### config.mk
export PLATFORM = sky130hd
export DESIGN_NAME = matmul_sched
export DESIGN_NICKNAME = d
export VERILOG_FILES = /design/src/rtl/matmul_sched.sv
export SDC_FILE = /design/constraint.sdc
export NUM_CORES = 1
export LEC_CHECK = 0
export ABC_CLOCK_PERIOD_IN_PS = 4600
export CAP_MARGIN = 5
export CORE_MARGIN = 1
export CORE_UTILIZATION = 51
export CTS_CLUSTER_SIZE = 28
export DETAILED_ROUTE_END_ITERATION = 12
export PLACE_DENSITY = 0.83
export SLEW_MARGIN = 40
export SYNTH_ARGS = -nofsm -noshare
export SYNTH_HDL_FRONTEND = slang
export SYNTH_SLANG_ARGS = --single-unit
### constraint.sdc
create_clock -name clk_i -period 4.6 [get_ports clk_i]
set_clock_uncertainty 0.15 [all_clocks]
set_input_delay 0.92 -clock clk_i [delete_from_list [all_inputs] [get_ports clk_i]]
set_output_delay 0.92 -clock clk_i [all_outputs]
set_load 0.01 [all_outputs]
### src/rtl/matmul_sched.sv
// Sequencing controller for the matmul accelerator: clears the PE array, feeds K operand
// slices, drains the systolic wavefront and writes N result rows (optionally with bias).
module matmul_sched #(
    parameter int DIM    = 4,
    parameter int IDX_W  = $clog2(DIM),
    parameter int SLOT_W = 2
) (
    input  logic              clk_i,
    input  logic              rst_i,
    input  logic              start_i,
    input  logic              abort_i,
    input  logic [IDX_W-1:0]  n_dim_i,
    input  logic [IDX_W-1:0]  k_dim_i,
    input  logic [IDX_W-1:0]  m_dim_i,
    input  logic              bias_en_i,
    input  logic [SLOT_W-1:0] wr_slot_i,
    input  logic [SLOT_W-1:0] bias_slot_i,
    output logic              busy_o,
    output logic              done_o,
    output logic              start_err_o,
    output logic              pe_clr_o,
    output logic              pe_en_o,
    output logic              op_rd_en_o,
    output logic [IDX_W-1:0]  op_idx_o,
    output logic              sp_rd_en_o,
    output logic              sp_wr_en_o,
    output logic [SLOT_W-1:0] sp_slot_o,
    output logic [IDX_W-1:0]  sp_row_o,
    output logic              wb_bias_sel_o
);

    localparam int CW = IDX_W + 1;

    typedef enum logic [2:0] {
        IDLE,
        CLEAR,
        FEED,
        DRAIN,
        WB_RD,
        WB_WR,
        DONE
    } state_t;

    state_t            state_q, state_d;
    logic [CW-1:0]     cnt_q, cnt_d;
    logic [IDX_W-1:0]  row_q, row_d;
    logic [IDX_W-1:0]  n_q, k_q, m_q;
    logic              bias_q;
    logic [SLOT_W-1:0] wr_slot_q, bias_slot_q;
    logic              start_err_q;
    logic [CW-1:0]     drain_last;
    logic              accept;

    // Drain length spans the full wavefront diagonal; the extra counter bit keeps it from wrapping.
    assign drain_last = {1'b0, n_q} + {1'b0, m_q};
    assign accept     = (state_q == IDLE) && start_i && !abort_i;

    always_ff @(posedge clk_i) begin
        if (rst_i) begin
            state_q     <= IDLE;
            cnt_q       <= '0;
            row_q       <= '0;
            n_q         <= '0;
            k_q         <= '0;
            m_q         <= '0;
            bias_q      <= 1'b0;
            wr_slot_q   <= '0;
            bias_slot_q <= '0;
            start_err_q <= 1'b0;
        end else begin
            state_q     <= state_d;
            cnt_q       <= cnt_d;
            row_q       <= row_d;
            start_err_q <= start_i && (state_q != IDLE);
            if (accept) begin
                n_q         <= n_dim_i;
                k_q         <= k_dim_i;
                m_q         <= m_dim_i;
                bias_q      <= bias_en_i;
                wr_slot_q   <= wr_slot_i;
                bias_slot_q <= bias_slot_i;
            end
        end
    end

    always_comb begin
        state_d = state_q;
        cnt_d   = cnt_q;
        row_d   = row_q;
        case (state_q)
            IDLE: begin
                if (accept) state_d = CLEAR;
            end
            CLEAR: begin
                state_d = FEED;
                cnt_d   = '0;
            end
            FEED: begin
                if (cnt_q == {1'b0, k_q}) begin
                    state_d = DRAIN;
                    cnt_d   = '0;
                end else begin
                    cnt_d = cnt_q + CW'(1);
                end
            end
            DRAIN: begin
                if (cnt_q == drain_last) begin
                    state_d = bias_q ? WB_RD : WB_WR;
                    cnt_d   = '0;
                    row_d   = '0;
                end else begin
                    cnt_d = cnt_q + CW'(1);
                end
            end
            WB_RD: begin
                state_d = WB_WR;
            end
            WB_WR: begin
                if (row_q == n_q) begin
                    state_d = DONE;
                end else begin
                    row_d   = row_q + IDX_W'(1);
                    state_d = bias_q ? WB_RD : WB_WR;
                end
            end
            DONE: begin
                state_d = IDLE;
            end
            default: begin
                state_d = IDLE;
            end
        endcase
        // Abort overrides whatever transition the current state wanted.
        if (abort_i && (state_q != IDLE)) state_d = IDLE;
    end

    always_comb begin
        busy_o        = (state_q != IDLE);
        done_o        = 1'b0;
        start_err_o   = start_err_q;
        pe_clr_o      = 1'b0;
        pe_en_o       = 1'b0;
        op_rd_en_o    = 1'b0;
        op_idx_o      = '0;
        sp_rd_en_o    = 1'b0;
        sp_wr_en_o    = 1'b0;
        sp_slot_o     = '0;
        sp_row_o      = '0;
        wb_bias_sel_o = 1'b0;
        case (state_q)
            CLEAR: pe_clr_o = 1'b1;
            FEED: begin
                pe_en_o    = 1'b1;
                op_rd_en_o = 1'b1;
                op_idx_o   = cnt_q[IDX_W-1:0];
            end
            DRAIN: pe_en_o = 1'b1;
            WB_RD: begin
                sp_rd_en_o = 1'b1;
                sp_slot_o  = bias_slot_q;
                sp_row_o   = row_q;
            end
            WB_WR: begin
                // Bias read issued in WB_RD arrives now, so the result mux adds it this cycle.
                sp_wr_en_o    = 1'b1;
                wb_bias_sel_o = bias_q;
                sp_slot_o     = wr_slot_q;
                sp_row_o      = row_q;
            end
            DONE: done_o = 1'b1;
            default: ;
        endcase
    end

endmodule

Word level (Yosys, flattened, before mapping)
Cells that the tools add are included.
{"block": "word_totals", "reg_bits": 20, "latch_bits": 0, "mem_bits_rw": 0, "rom_bits": 0, "in_bits": 15, "n_memories": 0}
{"block": "op_classes", "addsub": 3, "mul": 0, "n_div": 0, "n_lt_le_gt_ge": 0, "eq_ne": 13, "n_shift": 0, "muxes": 22, "bitwise_logic": 0, "n_reduce_logical": 14}
{"operator": "3-bit one-hot mux with 6 select lines", "n": 1}
{"operator": "3-bit two-way mux", "n": 5}
{"operator": "2-bit two-way mux", "n": 5}
{"operator": "3-bit == test (second input constant)", "n": 3}
{"operator": "3-bit one-hot mux with 3 select lines", "n": 1}
{"operator": "1-bit two-way mux", "n": 8}
{"operator": "2-bit != test (second input constant)", "n": 4}
{"operator": "2-bit one-hot mux with 2 select lines", "n": 2}
{"operator": "3-bit by 2-bit == test with 1-bit output (second input constant)", "n": 2}
{"operator": "3-bit AND reduction", "n": 2}
{"operator": "3-bit nonzero test", "n": 2}
{"operator": "2-bit OR reduction", "n": 3}
{"operator": "1-bit logical AND", "n": 4}
{"operator": "2-bit by 2-bit adder with 3-bit output", "n": 1}
{"operator": "3-bit by 1-bit adder with 3-bit output (second input constant)", "n": 1}
{"operator": "3-bit by 1-bit == test with 1-bit output (second input constant)", "n": 1}
{"operator": "3-bit by 2-bit == test with 1-bit output", "n": 1}
{"operator": "3-bit == test", "n": 1}
{"operator": "3-bit zero test", "n": 1}
{"operator": "2-bit by 1-bit adder with 2-bit output (second input constant)", "n": 1}
{"operator": "2-bit == test", "n": 1}
{"operator": "2-bit nonzero test", "n": 1}
{"operator": "1-bit zero test", "n": 1}

Logic depth before layout (Yosys ltp)
Gate-level depths: netlist of run 1.
{"block": "depth", "word_depth": 5, "mapped_depth": 7, "depth_no_buf": 7}

Least setup slack after synthesis of run 1
OpenSTA, ideal clock, no wires.
{"block": "synth_timing", "kind": "register to output", "start": "reg state_q[0]", "end": "out done_o", "arrival_ns": 0.959, "t_required_ns": 3.530, "setup_slack_ns": 2.571, "stages_incl_launch_ff": 4, "path_buffers": 2, "path_cell_list": "dfxtp_1 -> buf_4 -> buf_2 -> nor3b_1"}
{"block": "synth_via", "elab_chain_len": 2}
{"element": "start, declared", "line_no": "44", "source": "state_t state_q, state_d;"}
{"element": "start signal, assigned", "line_no": "71", "source": "state_q <= state_d;"}
{"element": "3-bit == test", "line_no": "150", "source": "case (state_q)"}
{"element": "1-bit two-way mux", "line_no": "150"}
{"element": "end, declared", "line_no": "19", "source": "output logic done_o,"}
Every way passes these cells.

Final worst setup path of run 1
{"block": "layout_timing", "start": "reg state_q[1]", "end": "out op_idx_o[0]"}
{"block": "layout_via", "elab_chain_len": 2}
{"element": "3-bit by 2-bit == test with 1-bit output", "line_no": "150"}
{"element": "2-bit two-way mux", "line_no": "150"}
{"element": "end, declared", "line_no": "24", "source": "output logic [IDX_W-1:0] op_idx_o,"}
Every way passes these cells.

==> impl_metrics.csv, run 1 <==
group,metric,value,unit
status,status,"completed",
hold_path,hold_path_class,"flip-flop to flip-flop",
hold_path,hold_start,"wr_slot_q[0]",
logic_synthesis,synth-adder-area-share,3.84,%
logic_synthesis,ys_warn_count,0,
clock_tree,path_clk_slew,0.11,ns
sta,max_freq,0.321,GHz
final_layout,fin_util,72.0,%
grt,grt_remaining_overflow,0,
die,die_y,49.9,um
logic_synthesis,syn_nets,144,
logic_synthesis,async_flop_share,0,%
routing,first_iter_violations,12,
placed_design,io_buffers,29,
critical_path,crit_path_start,"state_q[1]",
critical_path,crit_type,"flip-flop to output pin",
clock_tree,post_cts_resized,0,
power_and_ir_drop,power_frac_clock,29.6,%
routing,wl,2.33,mm
routing,dr.pass1.iters,4,
grt,grt_first_pass_wirelength,4.03,mm
power_and_ir_drop,seqPwrFrac,53.8,%
logic_synthesis,synth_area,1170,um^2
power_and_ir_drop,powerDensity,234,nW/um^2
clock_tree,cts_max_path_buffers,2,
final_layout,fillers,156,
routing,postRouteAntennaNets,0,
final_layout,nets,171,
grt,track_usage,21.4,%
logic_synthesis,synth.area.mux_share,12.0,%
power_and_ir_drop,ir_worst_vdd,0.000221,V
logic_synthesis,synth_edf_count,0,
critical_path,required,3.53,ns
die,start_util,56.9,%
sta,fin_hold_ws,0.357,ns
sta,period_minus_slack,3.12,ns
final_layout,fin_cells,179,
critical_path,timing.rr.start,"state_q[0]",
routing,viasPerCell,5.40,
sta,finalSetupViolCount,0,
critical_path,worstPathArrival,2.05,ns
power_and_ir_drop,p_comb_share,16.5,%
grt,grt_pass1_vias,958,
placed_design,dp_cells,175,
placed_design,dp_worst_setup_slack,1.81,ns
die,coreArea,2060,um^2
die,dieArea,2490,um^2
power_and_ir_drop,p_sw_share,25.7,%
critical_path,cp_max_fo,13,
clock_tree,cts_hold_buf,0,
clock_tree,h-tree-depth,1,
logic_synthesis,synth_top_area_share,34.2,%
die,io_pins,30,
logic_synthesis,synth_compound_area_share,14.4,%
logic_synthesis,synth-xor-area-share,5.98,%
final_layout,num_antenna_cells,0,
logic_synthesis,synth_cell_type_count,40,
final_layout,multi_input_area,702,um^2
logic_synthesis,yosys.area.top_type,"dfxtp_1",
die,placementRows,16,
logic_synthesis,synth_area_leaders,"dfxtp_1, mux2i_1, nor2_1",
final_layout,areaGrowthSynthToFinish,26.6,%
clock_tree,clk_latency,0.30,ns
logic_synthesis,synth_top_family_by_area,"simple AND/OR/NAND/NOR gates",
final_layout,final_layout_size_suffix_gt1_share,9.21,%
logic_synthesis,ys_seq_area_share,34.2,%
clock_tree,postCtsSetupRepairBufs,0,
flow_run,maxCapViolCount,0,
routing,drc_errors,0,
grt,grt_max_degree,22,
placed_design,place_congestion,0.801,
power_and_ir_drop,power.switching,0.0892,mW
grt,antenna_found_initial,0,
clock_tree,cts.sinks,20,
sta,setup_slack,1.48,ns
logic_synthesis,syn-mean-instance-area,9.30,um^2
sta,tns,0,ns
logic_synthesis,synth_cells,126,
critical_path,cp-start-kind,"flip-flop",
final_layout,area.sequential,400,um^2
logic_synthesis,ys_seq_elements,20,
sta,final_hold_viol_count,0,
routing,wl_per_cell,13.0,um
die,die_x,49.9,um
routing,vias,967,
sta,finalMaxSlewViolations,0,
power_and_ir_drop,p_leak,0.584,nW
placed_design,place_hpwl,1.69,mm
sta,slew_headroom,50.6,%
logic_synthesis,yosys.area_share.simple,23.7,%
sta,tightest_slew,0.740,ns
sta,finalCritPeriodShare,67.7,%
sta,rsz0062_at_grt,"false",
logic_synthesis,synthFlopType,"dfxtp_1",
clock_tree,cts_made_buffers,3,
clock_tree,cts_tree,"built",
power_and_ir_drop,p_int,0.258,mW
clock_tree,cts-root-buf,"clkbuf_4",
critical_path,crit_path_end_kind,"output pin",
## critical path, cell delays in order (launching register included)
cell,delay [ns]
dfxtp_1,0.60
nand2b_1,0.24
nor2_1,0.20
and2_2,0.17
clkdlybuf4s50_1,0.54
## synth_stat cells, drive strengths merged (3+ instances only)
cell and count:
xor2 3, mux2i 14, dfxtp 20, buf 5
nor2 21, a31oi 3, xnor2 5, inv 7
nand2b 3, nand2 4, nand4b 3, o21ai 4
and2 6, a21oi 3
## sequential cells by signal, indices dropped and copies added, names as in the netlist
name and cells:
n_q 2, cnt_q 3, bias_q 1, k_q 2, bias_slot_q 2, start_err_o 1
row_q 2, wr_slot_q 2, state_q 3, m_q 2
## path summary, 6_finish.rpt
path,endpoint,slack [ns],cells after the start
setup reg to reg,k_q[0],2.48,4
hold reg to reg,wr_slot_q[0],0.36,2
hold / removal,wr_slot_q[0],0.36,2
setup / recovery,op_idx_o[0],1.48,4
## cell families after synthesis
logic type               Yosys count
AO/OA/AOI/OAI                     18
XOR/XNOR                           8
adder cells (fa/ha/maj)            3
buffers and inverters             14
flip-flops                        20
multiplexers                      14
AND/OR/NAND/NOR                   49
## power by group through the flow
stage / clock network, mW / logic [mW] / registers (mW)
6_report: 0.103 / 0.0574 / 0.187
5_1_grt: 0.116 / 0.0628 / 0.188
4_1_cts: 0.107 / 0.0584 / 0.187
3_5_place_dp: 0 / 0.0580 / 0.191
3_3_place_gp: 0 / 0.0567 / 0.191
2_1_floorplan: 0 / 0.0408 / 0.187
## layout make-up
type                            count  share of cell area [%]
Sequential cell                    20                    27.0
Inverter                            7                    1.77
Timing Repair Buffer               29                    19.2
Clock buffer                        4                    2.45
Multi-Input combinational cell     92                    47.3
Tap cell                           27                    2.28
## layout by cell type (no fill, tap or decap), types with 3 or more instances in the layout
cell type        Yosys  layout
xor2_1               3       3
dfxtp_1             20      20
nand2b_1             3       3
nand4b_1             3       3
inv_1                7       7
nor2_1              21      21
a21oi_1              3       3
mux2i_1             14      14
clkbuf_4             0       3
nand2_1              3       3
xnor2_1              5       5
and2_1               5       5
clkdlybuf4s50_1      0      28
o21ai_0              3       3
## through the flow
step	power, mW	cell area [um^2]
after CTS	0.353	1490
after floorplan	0.227	1170
after global placement	0.247	1450
after detailed placement	0.249	1450
final	0.347	1480
after global routing	0.367	1480
## metal layers
metal,wire length (um),GRT usage [%],up-vias,part of all wire (%)
li1,-,-,491,-
met4,75,12.9,0,3.2
met2,1060,34.5,32,45
met5,0,0,-,0
met1,1090,26.0,435,47
met3,110,4.32,9,4.7
No activity file was read; power rests on OpenSTA's default activity.
==> inputs of run 2 (changes only) <==
Settings changed: ABC_CLOCK_PERIOD_IN_PS 4600 to 2900, CORE_UTILIZATION 51 to 48, PLACE_DENSITY 0.83 to 0.79.
Clock period 4.6 ns to 2.9 ns, I/O delays scaled along.
==> run 2 against run 1 <==
- cell count up 2.2%
- wire length grew 5.5%
- sequential share of layout area decreased by 0.45 points
- hold slack better by 0.0038 ns
- clock power grew 61%
- non-clock buffer count rose by 3
- die area increased by 6.0%
- final area rose by 2.0%
- first-iteration DRC count rose by 75%
- core utilization shrank 4.8 points
- sequential cell count unchanged
- via count rose by 1.7%
- critical path type unchanged
- critical endpoint unchanged
- largest power group unchanged
==> impl_metrics.csv, run 2 (same netlist as run 1, synthesis figures left out) <==
group,metric,value,unit
final_layout,num_antenna_cells,0,
clock_tree,cts.sinks,20,
routing,viasPerCell,5.37,
final_layout,final_layout_size_suffix_gt1_share,11.0,%
routing,wl,2.46,mm
sta,max_freq,0.366,GHz
critical_path,r2r_cells,7,
hold_path,hold_path_class,"flip-flop to flip-flop",
final_layout,nets,174,
power_and_ir_drop,p_comb_share,17.1,%
status,status,"completed",
sta,finalSetupViolCount,0,
power_and_ir_drop,powerDensity,369,nW/um^2
sta,fin_hold_ws,0.361,ns
clock_tree,cts_made_buffers,3,
power_and_ir_drop,ir_worst_vdd,0.000263,V
sta,setup_slack,0.170,ns
sta,finalCritPeriodShare,94.1,%
final_layout,fillers,209,
sta,slew_headroom,50.1,%
die,coreArea,2250,um^2
critical_path,crit_path_start,"state_q[0]",
die,die_x,51.4,um
sta,finalMaxSlewViolations,0,
clock_tree,clk_latency,0.31,ns
routing,drc_errors,0,
critical_path,timing.rr.start,"n_q[0]",
clock_tree,cts_hold_buf,0,
critical_path,cp.depth,3,
placed_design,place_hpwl,1.84,mm
die,dieArea,2640,um^2
hold_path,hold_start,"bias_slot_q[0]",
clock_tree,cts-root-buf,"clkbuf_4",
critical_path,crit_type,"flip-flop to output pin",
critical_path,crit_path_top_delay_cell,"dfxtp_1",
critical_path,endpoint,"op_idx_o[0]",
sta,period_minus_slack,2.73,ns
critical_path,worstPathArrival,2.00,ns
power_and_ir_drop,p_int,0.413,mW
sta,tns,0,ns
die,placementRows,17,
grt,grt_first_pass_wirelength,4.10,mm
clock_tree,cts_tree,"built",
grt,grt_remaining_overflow,0,
final_layout,reg_top3,"cnt_q: 3 flops, state_q: 3 flops",
placed_design,dp_cells,179,
grt,grt_pass1_vias,943,
final_layout,mostFrequentLayoutCell,"clkdlybuf4s50_1",
sta,rsz0062_at_grt,"false",
flow_run,maxCapViolCount,0,
power_and_ir_drop,p_sw_share,26.2,%
critical_path,worst-path-buf-inv,1,
grt,antenna_found_initial,0,
placed_design,place_congestion,0.788,
critical_path,worstPathCellList,"nor2_1, and2_2, clkdlybuf4s50_1",
power_and_ir_drop,seqPwrFrac,53.1,%
die,start_util,52.0,%
clock_tree,h-tree-depth,1,
placed_design,dp_worst_setup_slack,0.479,ns
grt,grt_max_degree,22,
routing,dr.pass1.iters,4,
critical_path,crit_path_end_kind,"output pin",
routing,wl_per_cell,13.4,um
routing,first_iter_violations,21,
power_and_ir_drop,power.switching,0.146,mW
critical_path,r2r_slack,0.75,ns
power_and_ir_drop,p_leak,0.598,nW
critical_path,cpPeakStageDelay,0.82,ns
power_and_ir_drop,power_frac_clock,29.8,%
critical_path,timing.rr.end,"state_q[0]",
sta,final_hold_viol_count,0,
sta,tightest_slew,0.747,ns
die,io_pins,30,
routing,vias,983,
placed_design,io_buffers,29,
critical_path,cp-start-kind,"flip-flop",
routing,postRouteAntennaNets,0,
critical_path,crit_family,"flip-flops",
clock_tree,path_clk_slew,0.11,ns
die,die_y,51.4,um
final_layout,final_cell_mix,"clkdlybuf4s50_1, nor2_1, dfxtp_1",
grt,track_usage,20.9,%
critical_path,required,2.17,ns
critical_path,cp_max_fo,21,
final_layout,fin_cells,183,
final_layout,areaGrowthSynthToFinish,29.1,%
clock_tree,cts_max_path_buffers,2,
## run 2: cell types whose count changed in the layout (fill, tap and decap cells not counted)
| cell | delta |
|---|---|
| dfxtp_2 | +1 |
| buf_4 | +3 |
| clkdlybuf4s50_1 | +1 |
| buf_2 | -1 |
| dfxtp_1 | -1 |
## run 2: layer usage
layer	share of wire [%]	vias up	global-route usage (%)
met1	49	465	28.2
met4	0.61	0	6.76
met5	0	-	0
li1	-	495	-
met2	47	21	33.3
met3	3.5	2	3.57
## run 2: area by class of cell
type / count / area [um^2] / area share (%)
well taps: 28 / 35.0 / 2.31
inverters: 7 / 26.3 / 1.74
multi-input cells: 92 / 702 / 46.4
flip-flops and latches: 20 / 402 / 26.5
clock buffers: 4 / 36.3 / 2.40
repair buffers: 32 / 313 / 20.7
## run 2: how the worst min path moves through the flow
stage | end | slack (ns) | depth (start not counted)
2_1_floorplan | bias_slot_q[0] | 0.31 | 2
3_5_place_dp | bias_slot_q[0] | 0.34 | 2
4_1_cts | bias_slot_q[0] | 0.37 | 2
5_1_grt | m_q[1] | 0.40 | 2
6_report | bias_slot_q[0] | 0.36 | 2
3_3_place_gp | bias_slot_q[0] | 0.33 | 2
## run 2: worst min-delay path: stages (launching register included)
cell	delay, ns
dfxtp_1	0.35
mux2i_1	0.07
nor2_1	0.07
## run 2: what timing repair did
action	CTS	global route
setup endpoints to repair	0	2
buffers inserted	0	0
resized for setup	0	1
## run 2: per-stage QoR
stage | cell area (um^2) | util [%] | total power [mW]
floorplan | 1170 | - | 0.361
global placement | 1480 | 65.5 | 0.395
detailed placement | 1480 | 65.5 | 0.399
CTS | 1510 | 67.1 | 0.566
global route | 1510 | 67.1 | 0.588
finish | 1510 | 67.1 | 0.559
## run 2: power groups by stage
stage / Clock (mW) / Combinational, mW / Sequential, mW
2_1_floorplan: 0 / 0.0647 / 0.296
3_3_place_gp: 0 / 0.0930 / 0.302
3_5_place_dp: 0 / 0.0959 / 0.303
4_1_cts: 0.173 / 0.0964 / 0.297
5_1_grt: 0.184 / 0.105 / 0.299
6_report: 0.166 / 0.0954 / 0.297
==> edit: new RTL, settings of run 2 <==
Make the reset (`rst_i`) asynchronous in one clocked block.
--- a/src/rtl/matmul_sched.sv
+++ b/src/rtl/matmul_sched.sv
@@ -55,7 +55,7 @@
     assign drain_last = {1'b0, n_q} + {1'b0, m_q};
     assign accept     = (state_q == IDLE) && start_i && !abort_i;
 
-    always_ff @(posedge clk_i) begin
+    always_ff @(posedge clk_i or posedge rst_i) begin
         if (rst_i) begin
             state_q     <= IDLE;
             cnt_q       <= '0;
Function: differs if rst_i is asserted again (counterexample within 4 cycles, from zero or initial values and one cycle with rst_i high); with rst_i held inactive, the same outputs for 10 cycles.
==> edit against run 2 <==
  * Final area is 0.91% higher
  * Sequential cell count stayed put
  * Area after synthesis is 0.21% higher
  * Non-clock buffer count is 3 lower
  * Wire length is 5.4% lower
  * Setup slack better by 51 ps
  * Register-to-register slack better by 40 ps
  * Highest routed layer unchanged
Power is not compared: it rests on default switching activity, and its combinational part moved more than twofold at a synthesized area within 25%.
==> edit: results (changes against run 2) <==
* Root buf cell: clkbuf_4 (unchanged)
* Largest net degree at the start of global routing at 22 (unchanged)
* Fillers at 187 (was 209)
* Worst path max stage delay at 630 ps (was 820 ps)
* I/O Buffers at 29 (unchanged)
* DP Worst Slack at 478.2 ps (was 479.3 ps)
* Layout cell share with drive strength beyond 1 at 14.07% (was 10.97%)
* Synth warnings at 0 (unchanged)
* Crit Path Max Fanout at 13 (was 21)
* Clock buffer count from CTS at 3 (unchanged)
* Ant diodes at 0 (unchanged)
* Share of synthesized registers carrying an async set or reset at 100.0% (was 0%)
* DPL Wire Length at 1.699 mm (was 1.840 mm)
* Post-Route WL at 2.327 mm (was 2.461 mm)
* Final GP Congestion at 0.8625 (was 0.7875)
* Outcome: finished clean (unchanged)
* Internal Power at 0.9346 mW
* Worst Setup SP: state_q[1]$_DFFE_PP0P_ (was state_q[0]$_SDFFE_PP0P_)
* Max VDD drop at 0.6521 mV
* Clk pin slew, worst setup/hold paths at 120 ps
* Post-CTS sizing at 0 (unchanged)
* Post-CTS Setup Inserts at 0 (unchanged)
* Worst path arrival time at 1950 ps (was 2000 ps)
* Regs by FF count: cnt_q x3, state_q x3 (unchanged)
* Worst R2R Setup Slack at 790 ps (was 750 ps)
* Final setup TNS at 0 ps (unchanged)
* Gr usage total at 20.28% (was 20.87%)
* Skew-Pair Late Insertion Delay at 310 ps (about the same)
* DRT antenna net count at 0 (unchanged)
* Initial antenna violation count at 0 (unchanged)
* DR iter-0 viols at 19 (was 21)
* Drt pass-1 iters at 4 (unchanged)
* First-pass GRT wire length at 3.836 mm (was 4.098 mm)
* H-tree Lvls at 1 (unchanged)
* Reg2Reg Launch Point: n_q[0]$_DFFE_PP0P_ (was n_q[0]$_SDFFE_PP0P_)
* Worst min path class: flop to flop (unchanged)
* Lkg Pwr at 0.6719 nW
* Net count after synthesis at 125 (was 144)
* Worst setup path endpoint: op_idx_o[0] (unchanged)
* Post-synth top flop: dfrtp_1 (was dfxtp_1)
* Longest Clk Path Bufs at 2 (unchanged)
* Distinct cells, synth at 40 (unchanged)
* Slowest cell on crit path: dfrtp_1 (was dfxtp_1)
* Final period util at 92.38% (was 94.14%)
* Depth of the worst register-to-register path at 6 (was 7)
* Vias in the first global route at 849 (was 943)
* FF-to-FF End: cnt_q[1]$_DFFE_PP0P_ (was state_q[0]$_SDFFE_PP0P_)
* Top cells by instance count after synthesis: dfrtp_1 (20), mux2_4 (10), inv_1 (6), nand2_1 (6), nor2_1 (6) (was nor2_1 (21), dfxtp_1 (20), mux2i_1 (14), inv_1 (7))
* CP top delay family: flip-flops (unchanged)
* Worst rel slew slack at 61.82% (was 50.13%)
* Top post-synthesis cells by area: dfrtp_1 (43%), mux2_4 (13%), xnor2_1 (3.7%), xor2_1 (3.0%), mux2i_1 (2.6%) (was dfxtp_1 (34%), mux2i_1 (12%), nor2_1 (6.7%), xnor2_1 (3.7%), and2_1 (2.7%))
* Routed via count at 898 (was 983)
* Share of the yosys chip area belonging to registers at 42.60% (was 34.15%)
* Final net count at 154 (was 174)
-- edit: cell type report --
class	instances	area (um2)	area share [%]
Multi-Input combinational cell	76	625.6	40.95
Timing Repair Buffer	29	290.3	19.00
Inverter	6	22.52	1.474
Clock buffer	3	22.52	1.474
Sequential cell	20	501.7	32.84
Clock inverter	1	30.03	1.966
Tap cell	28	35.03	2.293
-- edit: power by group through the flow --
stage	clock, mW	combinational, mW	sequential [mW]
3_3_place_gp	0	0.696	0.539
6_report	0.232	0.714	0.544
5_1_grt	0.249	0.793	0.566
4_1_cts	0.235	0.719	0.541
2_1_floorplan	0	0.587	0.474
3_5_place_dp	0	0.715	0.547
-- edit: worst min-delay path by stage --
stage	from	endpoint	slack, ps	cells past startpoint
after floorplan	bias_slot_q[0]$_DFFE_PP0P_	bias_slot_q[0]$_DFFE_PP0P_	330	1
after global placement	bias_slot_q[0]$_DFFE_PP0P_	bias_slot_q[0]$_DFFE_PP0P_	340	1
after detailed placement	bias_slot_q[1]$_DFFE_PP0P_	bias_slot_q[1]$_DFFE_PP0P_	340	1
after CTS	bias_slot_q[1]$_DFFE_PP0P_	bias_slot_q[1]$_DFFE_PP0P_	370	1
after global routing	wr_slot_q[0]$_DFFE_PP0P_	wr_slot_q[0]$_DFFE_PP0P_	400	1
final	bias_slot_q[1]$_DFFE_PP0P_	bias_slot_q[1]$_DFFE_PP0P_	370	1
-- edit: per-stage QoR --
step                total power [mW]  instance area, um2  cells
floorplan                      1.061                1175    107
global placement               1.235                1474    159
detailed placement             1.262                1474    159
CTS                            1.494                1526    163
global route                   1.608                1528    163
finish                         1.490                1528    163
-- edit: routing by layer --
metal / global-route usage (%) / vias up / routed length, um
met2: 33.77 / 26 / 1186
met1: 25.19 / 437 / 983
met3: 3.571 / 4 / 115
met4: 9.459 / 0 / 41
li1: - / 431 / -
met5: 0 / - / 0
-- edit: logic make-up (layout without fill, tap and decap cells) --
group                    Yosys count  after routing  share of synthesized area [%]
AO/OA/AOI/OAI                     17             17                          10.54
XOR/XNOR                           9              9                          6.709
adder cells (fa/ha/maj)            3              3                          3.834
buffers and inverters             11             39                          4.153
flip-flops                        20             20                          42.60
multiplexers                      14             14                          16.29
AND/OR/NAND/NOR                   33             33                          15.87
-- edit: worst register-to-register path, cell delays in order, from the launching register on --
cell,delay [ps]
dfrtp_1,430
ha_1,200
inv_1,60
fa_1,410
xor2_1,270
a41oi_1,200
a32o_1,300
